==> src/rtl/if_stage.sv <==
// Instruction-fetch stage with IF/ID pipeline register, req/ready fetch handshake,
// skid buffer for stall-time responses and priority redirect (interrupt > branch > jump).
module if_stage #(
  parameter logic [31:0] RESET_PC = 32'h0000_0000,
  parameter logic [31:0] INT_PC   = 32'h8000_0004
) (
  input  logic        clk,
  input  logic        reset,
  input  logic        stall,
  input  logic        intterupt,
  input  logic        JumpID,
  input  logic [31:0] jumptargetID,
  input  logic        BranchTakenEX,
  input  logic [31:0] branchtargetEX,
  output logic        imem_req,
  output logic [31:0] imem_addr,
  input  logic        imem_ready,
  input  logic [31:0] imem_rdata,
  output logic [31:0] instructionID,
  output logic [31:0] pcplus4ID,
  output logic        validID,
  output logic [31:0] epc
);

  typedef enum logic [1:0] {StIdle, StFetch, StHeld, StDrop} state_e;

  state_e      state_q, state_d;
  logic [31:0] pc_q, pc_d;
  logic [31:0] drop_addr_q, drop_addr_d;
  logic [31:0] skid_q, skid_d;
  logic [31:0] instr_q, instr_d;
  logic [31:0] pc4_q, pc4_d;
  logic        valid_q, valid_d;
  logic [31:0] epc_q, epc_d;

  logic        transfer;
  logic        redirect;
  logic [31:0] target;
  logic [31:0] pc_plus4;

  assign imem_req      = (state_q == StFetch) || (state_q == StDrop);
  // While dropping, the outstanding request must stay at the wrong-path address.
  assign imem_addr     = (state_q == StDrop) ? drop_addr_q : pc_q;
  assign transfer      = imem_req & imem_ready;
  assign redirect      = intterupt | BranchTakenEX | JumpID;
  assign pc_plus4      = pc_q + 32'd4;

  assign instructionID = instr_q;
  assign pcplus4ID     = pc4_q;
  assign validID       = valid_q;
  assign epc           = epc_q;

  always_comb begin
    target = jumptargetID;
    if (intterupt) begin
      target = INT_PC;
    end else if (BranchTakenEX) begin
      target = branchtargetEX;
    end
    target[1:0] = 2'b00;
  end

  always_comb begin
    state_d     = state_q;
    pc_d        = pc_q;
    drop_addr_d = drop_addr_q;
    skid_d      = skid_q;
    instr_d     = instr_q;
    pc4_d       = pc4_q;
    valid_d     = valid_q;
    epc_d       = epc_q;

    unique case (state_q)
      StIdle: state_d = StFetch;
      StFetch: begin
        if (transfer) begin
          pc_d = pc_plus4;
          if (stall) begin
            skid_d  = imem_rdata;
            state_d = StHeld;
          end else begin
            instr_d = imem_rdata;
            pc4_d   = pc_plus4;
            valid_d = 1'b1;
          end
        end else if (!stall) begin
          valid_d = 1'b0;
        end
      end
      StHeld: begin
        if (!stall) begin
          // pc already advanced past the buffered word, so it is that word's PC+4.
          instr_d = skid_q;
          pc4_d   = pc_q;
          valid_d = 1'b1;
          state_d = StFetch;
        end
      end
      StDrop: begin
        if (imem_ready) state_d = StFetch;
      end
      default: state_d = StIdle;
    endcase

    if (redirect) begin
      pc_d    = target;
      instr_d = 32'h0;
      pc4_d   = 32'h0;
      valid_d = 1'b0;
      skid_d  = 32'h0;
      unique case (state_q)
        StFetch: begin
          if (!transfer) begin
            state_d     = StDrop;
            drop_addr_d = pc_q;
          end else begin
            state_d = StFetch;
          end
        end
        StDrop:  state_d = imem_ready ? StFetch : StDrop;
        default: state_d = StFetch;
      endcase
      if (intterupt) epc_d = valid_q ? (pc4_q - 32'd4) : pc_q;
    end
  end

  always_ff @(posedge clk or negedge reset) begin
    if (!reset) begin
      state_q     <= StIdle;
      pc_q        <= RESET_PC;
      drop_addr_q <= 32'h0;
      skid_q      <= 32'h0;
      instr_q     <= 32'h0;
      pc4_q       <= 32'h0;
      valid_q     <= 1'b0;
      epc_q       <= 32'h0;
    end else begin
      state_q     <= state_d;
      pc_q        <= pc_d;
      drop_addr_q <= drop_addr_d;
      skid_q      <= skid_d;
      instr_q     <= instr_d;
      pc4_q       <= pc4_d;
      valid_q     <= valid_d;
      epc_q       <= epc_d;
    end
  end

endmodule
==> config.mk <==
export PLATFORM = sky130hd
export DESIGN_NAME = if_stage
export DESIGN_NICKNAME = d
export VERILOG_FILES = /design/src/rtl/if_stage.sv
export SDC_FILE = /design/constraint.sdc
export NUM_CORES = 1
export LEC_CHECK = 0
export ABC_AREA = 1
export BUFFER_PORTS_ARGS = -buffer_cell sky130_fd_sc_hd__buf_2
export CORE_ASPECT_RATIO = 1.75
export CORE_MARGIN = 5
export CORE_UTILIZATION = 49
export DETAILED_ROUTE_END_ITERATION = 6
export PLACE_DENSITY = 0.76
export SYNTH_ARGS = -nofsm -noshare
export SYNTH_HDL_FRONTEND = slang
export SYNTH_SLANG_ARGS = --single-unit
==> constraint.sdc <==
create_clock -name clk -period 3.3 [get_ports clk]
set_input_delay 0 -clock clk [delete_from_list [all_inputs] [get_ports clk]]
set_output_delay 0 -clock clk [all_outputs]
set_load 0.005 [all_outputs]
Word level (Yosys, flattened, before mapping)
Cells that the tools add are included.

word-level totals
  register bits after elaboration = 195

operators by class
  add/subtract/negate cells = 2
  equal/unequal tests = 9
  mux-type cells = 35
  bitwise operators = 4
  reduce and logical (&&, ||, !) cells = 13

operators by type and width
  cell                                                                  number
  32-bit two-way mux                                                    19
  32-bit one-hot mux with 2 select lines                                2
  32-bit by 3-bit adder with 32-bit output, second input constant       1
  32-bit by 3-bit subtractor with 32-bit output, second input constant  1
  3-bit != test, second input constant                                  5
  2-bit two-way mux                                                     7
  2-bit one-hot mux with 4 select lines                                 1
  4-bit AND reduction                                                   2
  2-bit AND reduction                                                   3
  3-bit AND reduction                                                   2
  2-bit nonzero test                                                    3
  2-bit == test, second input constant                                  2
  1-bit two-way mux                                                     4
  4-bit != test, second input constant                                  1
  2-bit one-hot mux with 2 select lines                                 1
  3-bit nonzero test                                                    1
  2-bit by 1-bit == test with 1-bit output, second input constant       1
  2-bit zero test                                                       1
  1-bit OR                                                              2
  1-bit one-hot mux with 2 select lines                                 1
  1-bit bitwise AND                                                     1
  1-bit logical OR                                                      1
  1-bit NOT                                                             1

Depth between registers and ports, before layout
  depth in word-level cells = 6
  gate-level depth with buffers = 11
  gate-level depth less buffers = 11

Worst setup path before layout
No wires, ideal clock.

  kind = register -> register
  from = register pc4_q[2] (netlist: pcplus4ID[2])
  to = register epc_q[20] (netlist: epc[20])
  arrival = 1.500 ns
  required time = 3.183 ns
  setup slack = 1.683 ns
  stages on the path, launching flop included = 12
  path buffers = 0
  period minus slack after synthesis = 1.617 ns
  cell sequence = dfrtp_1 inv_1 ha_1 nand3_1 nor2_1 nand2_1 nor2_1 nand2_1 nand2_1 nand2_1 nand2_1 nand2_1

between the ends
  longest elaborated chain between the ends = 2

RTL lines
  what                                           RTL line  text
  start: declaration                             32        logic [31:0] pc4_q, pc4_d;
  start signal: assignment                       143       pc4_q <= pc4_d;
  32-bit by 3-bit subtractor with 32-bit output  123       if (intterupt) epc_d = valid_q ? (pc4_q - 32'd4) : pc_q;
  32-bit two-way mux                             123
  end signal: assignment                         145       epc_q <= epc_d;
  end: declaration                               34        logic [31:0] epc_q, epc_d;

No other way between the ends.
A chain may end at the register's enable or synchronous reset.

Worst setup path in the final report
  from = register state_q[0]
  to = register pc4_q[5] (netlist: pcplus4ID[5])

between the ends
  longest elaborated chain between the ends = 5

RTL lines
  what                                                                              RTL line  text
  start: declaration                                                                27        state_e state_q, state_d;
  start signal: assignment                                                          129       state_q <= StIdle;
  start signal: assignment                                                          138       state_q <= state_d;
  2-bit by 1-bit == test with 1-bit output / 2-bit == test (equally long branches)  41, 73
  1-bit logical OR                                                                  41        assign imem_req = (state_q == StFetch) || (state_q == StDrop);
  1-bit bitwise AND                                                                 44        assign transfer = imem_req & imem_ready;
  3-bit != test (no source line)                                                    --
  4-bit AND reduction (no source line)                                              --

Parallel ways exist; a longest one is shown, timed or not.

==> impl_metrics.env <==
export IMPL_startpoint_type="flop"
export IMPL_final_min_clock_period_ps=2420
export IMPL_cts_sinks=187
export IMPL_final_max_slew_violation_count=0
export IMPL_clk_path_buf_depth=2
export IMPL_crit_path_top_delay_cell="buf_4"
export IMPL_diodes=0
export IMPL_post_synth_num_cell_types=36
export IMPL_end_kind="flop"
export IMPL_netlist_area_um2=10600
export IMPL_synth_adder_area_share_pct=0.235
export IMPL_static_leakage_power_nw=6.65
export IMPL_htree_depth=4
export IMPL_dpl_instance_area_um2=11900
export IMPL_floorplan_initialDensity_pct=49.5
export IMPL_clkTransAtPathRegs_ps=70
export IMPL_die_w_um=121
export IMPL_postCtsSetupRepairBufs=0
export IMPL_worst_slew_pin_transition_ps=1110
export IMPL_clk_latency_worst_skew_pair_ps=450
export IMPL_worst_r2r_endpoint="pcplus4ID[5]"
export IMPL_nets=1847
export IMPL_buffer_ports_inserted=222
export IMPL_worstPathArrival_ps=2760
export IMPL_reg2reg_setup_slack_ps=880
export IMPL_crit_path_end="pcplus4ID[5]"
export IMPL_rr_worst_depth=6
export IMPL_tritoncts_num_buffers=17
export IMPL_area_growth_syn_to_layout_pct=22.7
export IMPL_cts_resized_gates=0
export IMPL_ctsRootBufferMaster="clkbuf_16"
export IMPL_gr_total_overflow=0
export IMPL_peakVddDrop_uv=354
export IMPL_syn_inst=1503
export IMPL_finClkSkew_ps=13.5
export IMPL_fin_hold_ws_ps=9.92
export IMPL_finalSetupViolations=0
export IMPL_maxClockFrequency_mhz=413
export IMPL_final_setup_worst_slack_ps=880
export IMPL_run_status="complete, no violations"
export IMPL_post_place_ws_ps=849
export IMPL_worstHoldPathCells=4
export IMPL_globalplace_congestion=1.01
export IMPL_synth_xor_area_share_pct=1.32
export IMPL_totalWireLength_mm=36.6
export IMPL_crit_start="state_q[0]"
export IMPL_critPathKind="flop to flop"
export IMPL_final_min_period_over_clock_period_pct=73.3
export IMPL_tns_ps=0
export IMPL_grt_antenna_before_repair=1
export IMPL_route_detailed_wl_per_inst_um=17.9
export IMPL_ys_ff_latch=187
export IMPL_synth_mux_area_fraction_pct=2.83
export IMPL_drt_pass1_iter_count=6
export IMPL_vias_in_the_first_global_route=10700
export IMPL_grt_setup_unrepaired="false"
export IMPL_synthesis_area_per_instance_um2=7.08
export IMPL_crit_path_max_fanout=50
export IMPL_mostFrequentLayoutCell="nand2_1"
export IMPL_detail_route_iter0_violations=785
export IMPL_p_per_area_nw_per_um2=485
export IMPL_worstReg2RegStart="state_q[0]"
export IMPL_required_time_at_the_endpoint_of_the_critical_path_ps=3640
export IMPL_cts_hold_repair_buffers=59
export IMPL_drc=0
export IMPL_synth_top_family_by_area="simple AND/OR/NAND/NOR gates"
export IMPL_grt_pass1_wl_mm=57.2
export IMPL_total_power_mw=6.33
export IMPL_commonest_cells_after_routing_fill_and_taps_aside="nand2_1, buf_2, dfrtp_1, nor2_1, o21ai_0"
export IMPL_tritoncts="done"
export IMPL_placement_rows=71
export IMPL_grt_max_degree=79
export IMPL_fp_dieArea_um2=24900
export IMPL_max_cap_violations=0
export IMPL_post_drt_via_cell_ratio=5.42
export IMPL_yosys_warnings=0
export IMPL_post_synth_and_or_nand_nor_area_fraction_pct=29.9
export IMPL_synth_compound_gate_area_share_pct=13.7
export IMPL_post_route_cells_drive_above_1_share_pct=17.8
export IMPL_min_delay_worst_type="input port to flop"
export IMPL_hold_viol_final=0
export IMPL_yosysSeqAreaShare_pct=44.0
export IMPL_postRouteAntennaNets=0
export IMPL_boundaryPins=233
export IMPL_finalInstanceArea_um2=13100
export IMPL_core_area_um2=21500
export IMPL_timing_max_slew_rel_slack_pct=25.9
export IMPL_grt_util_all_layers_pct=29.7
export IMPL_critical_path_cell_chain="nor2_4 > nand2_1 > nand3_4 > buf_4 > inv_2 > o22ai_1"
export IMPL_place_detailed_hpwl_mm=26.8
export IMPL_die_height_um=205
export IMPL_via_count=11100
export IMPL_cp_slowest_stage_delay_ps=520
cell families (layout without fill, tap and decap cells):
| family | Yosys count | in the layout |
|---|---|---|
| AOI/OAI and AO/OA | 282 | 282 |
| buffers and inverters | 200 | 447 |
| and+or+nand+nor | 788 | 788 |
| adders and majority gates | 2 | 2 |
| other | 1 | 6 |
| DFF | 187 | 187 |
| xor gates and xnor gates | 16 | 16 |
| muxes | 27 | 27 |
registers in the layout (all words and copies together) (netlist names):
signal,count
drop_addr_q,30
epc,30
validID,1
skid_q,32
pcplus4ID,30
pc_q,30
state_q,2
instructionID,32
cell type report:
type                       count  area, µm²
clock buffer                  20        447
clock inverter                12        131
fill                        2075       8440
inverter                     117        439
multi-input combinational   1121       5140
sequential                   187       4680
tap                          292        365
timing repair buffer         298       1850
worst min path at each step:
stage,start,endpoint,slack [ps]
6_report,jumptargetID[21],pc_q[21],10
5_1_grt,branchtargetEX[10],pc_q[10],20
4_1_cts,branchtargetEX[21],pc_q[21],5
3_5_place_dp,reset,skid_q[9],70
3_3_place_gp,reset,skid_q[9],70
2_1_floorplan,reset,drop_addr_q[10],-300
Yosys cell counts:
cell type	count	area, µm²
nand2_1	486	1820
dfrtp_1	187	4680
nor2_1	163	612
o21ai_0	150	751
nand3_1	118	591
inv_1	111	417
a21oi_1	101	505
clkbuf_1	45	169
mux2_2	25	282
buf_4	15	113
buf_2	13	65.1
xor2_1	13	114
nand4_1	10	62.6
o21ai_1	8	40.0
buf_1	7	26.3
a22oi_1	6	45.0
o22ai_1	6	37.5
a31oi_1	5	31.3
inv_2	5	18.8
nor2_2	5	31.3
buf_6	3	33.8
xnor2_1	3	26.3
ha_1	2	25.0
mux2i_1	2	20.0
nor3_1	2	10.0
o211ai_1	2	15.0
a21oi_2	1	8.76
clkinv_1	1	3.75
conb_1	1	3.75
nand2_2	1	6.26
nand3_2	1	10.0
nand3_4	1	17.5
nor2_8	1	20.0
o21ai_2	1	8.76
o21bai_1	1	7.51
o221ai_1	1	8.76
routing by layer:
metal  up-vias  part of all wire [%]  track usage [%]
li1       5310                     -                -
met1      5223                    35             31.9
met2       444                    53             54.2
met3       113                   5.6             5.22
met4         0                   6.2             16.7
met5         -                     0                0
through the flow:
step / std cells / util (%)
after floorplan: 1508 / -
after global placement: 1956 / 55.3
after detailed placement: 1956 / 55.3
after CTS: 2047 / 60.7
after global routing: 2047 / 60.7
final: 2047 / 60.7
critical path: cells and delay by family (launching register included):
kind / cells / cell delay, ps
buffers and inverters: 2 / 760
flip-flops: 1 / 480
AO/OA/AOI/OAI: 1 / 220
AND/OR/NAND/NOR: 3 / 850
power breakdown:
group | switching (mW) | total [mW] | internal, mW
clock network | 0.962 | 2.05 | 1.08
registers | 0.208 | 2.73 | 2.52
logic | 0.978 | 1.55 | 0.576
total | 2.15 | 6.33 | 4.18
(Power assumes the default switching activity.)
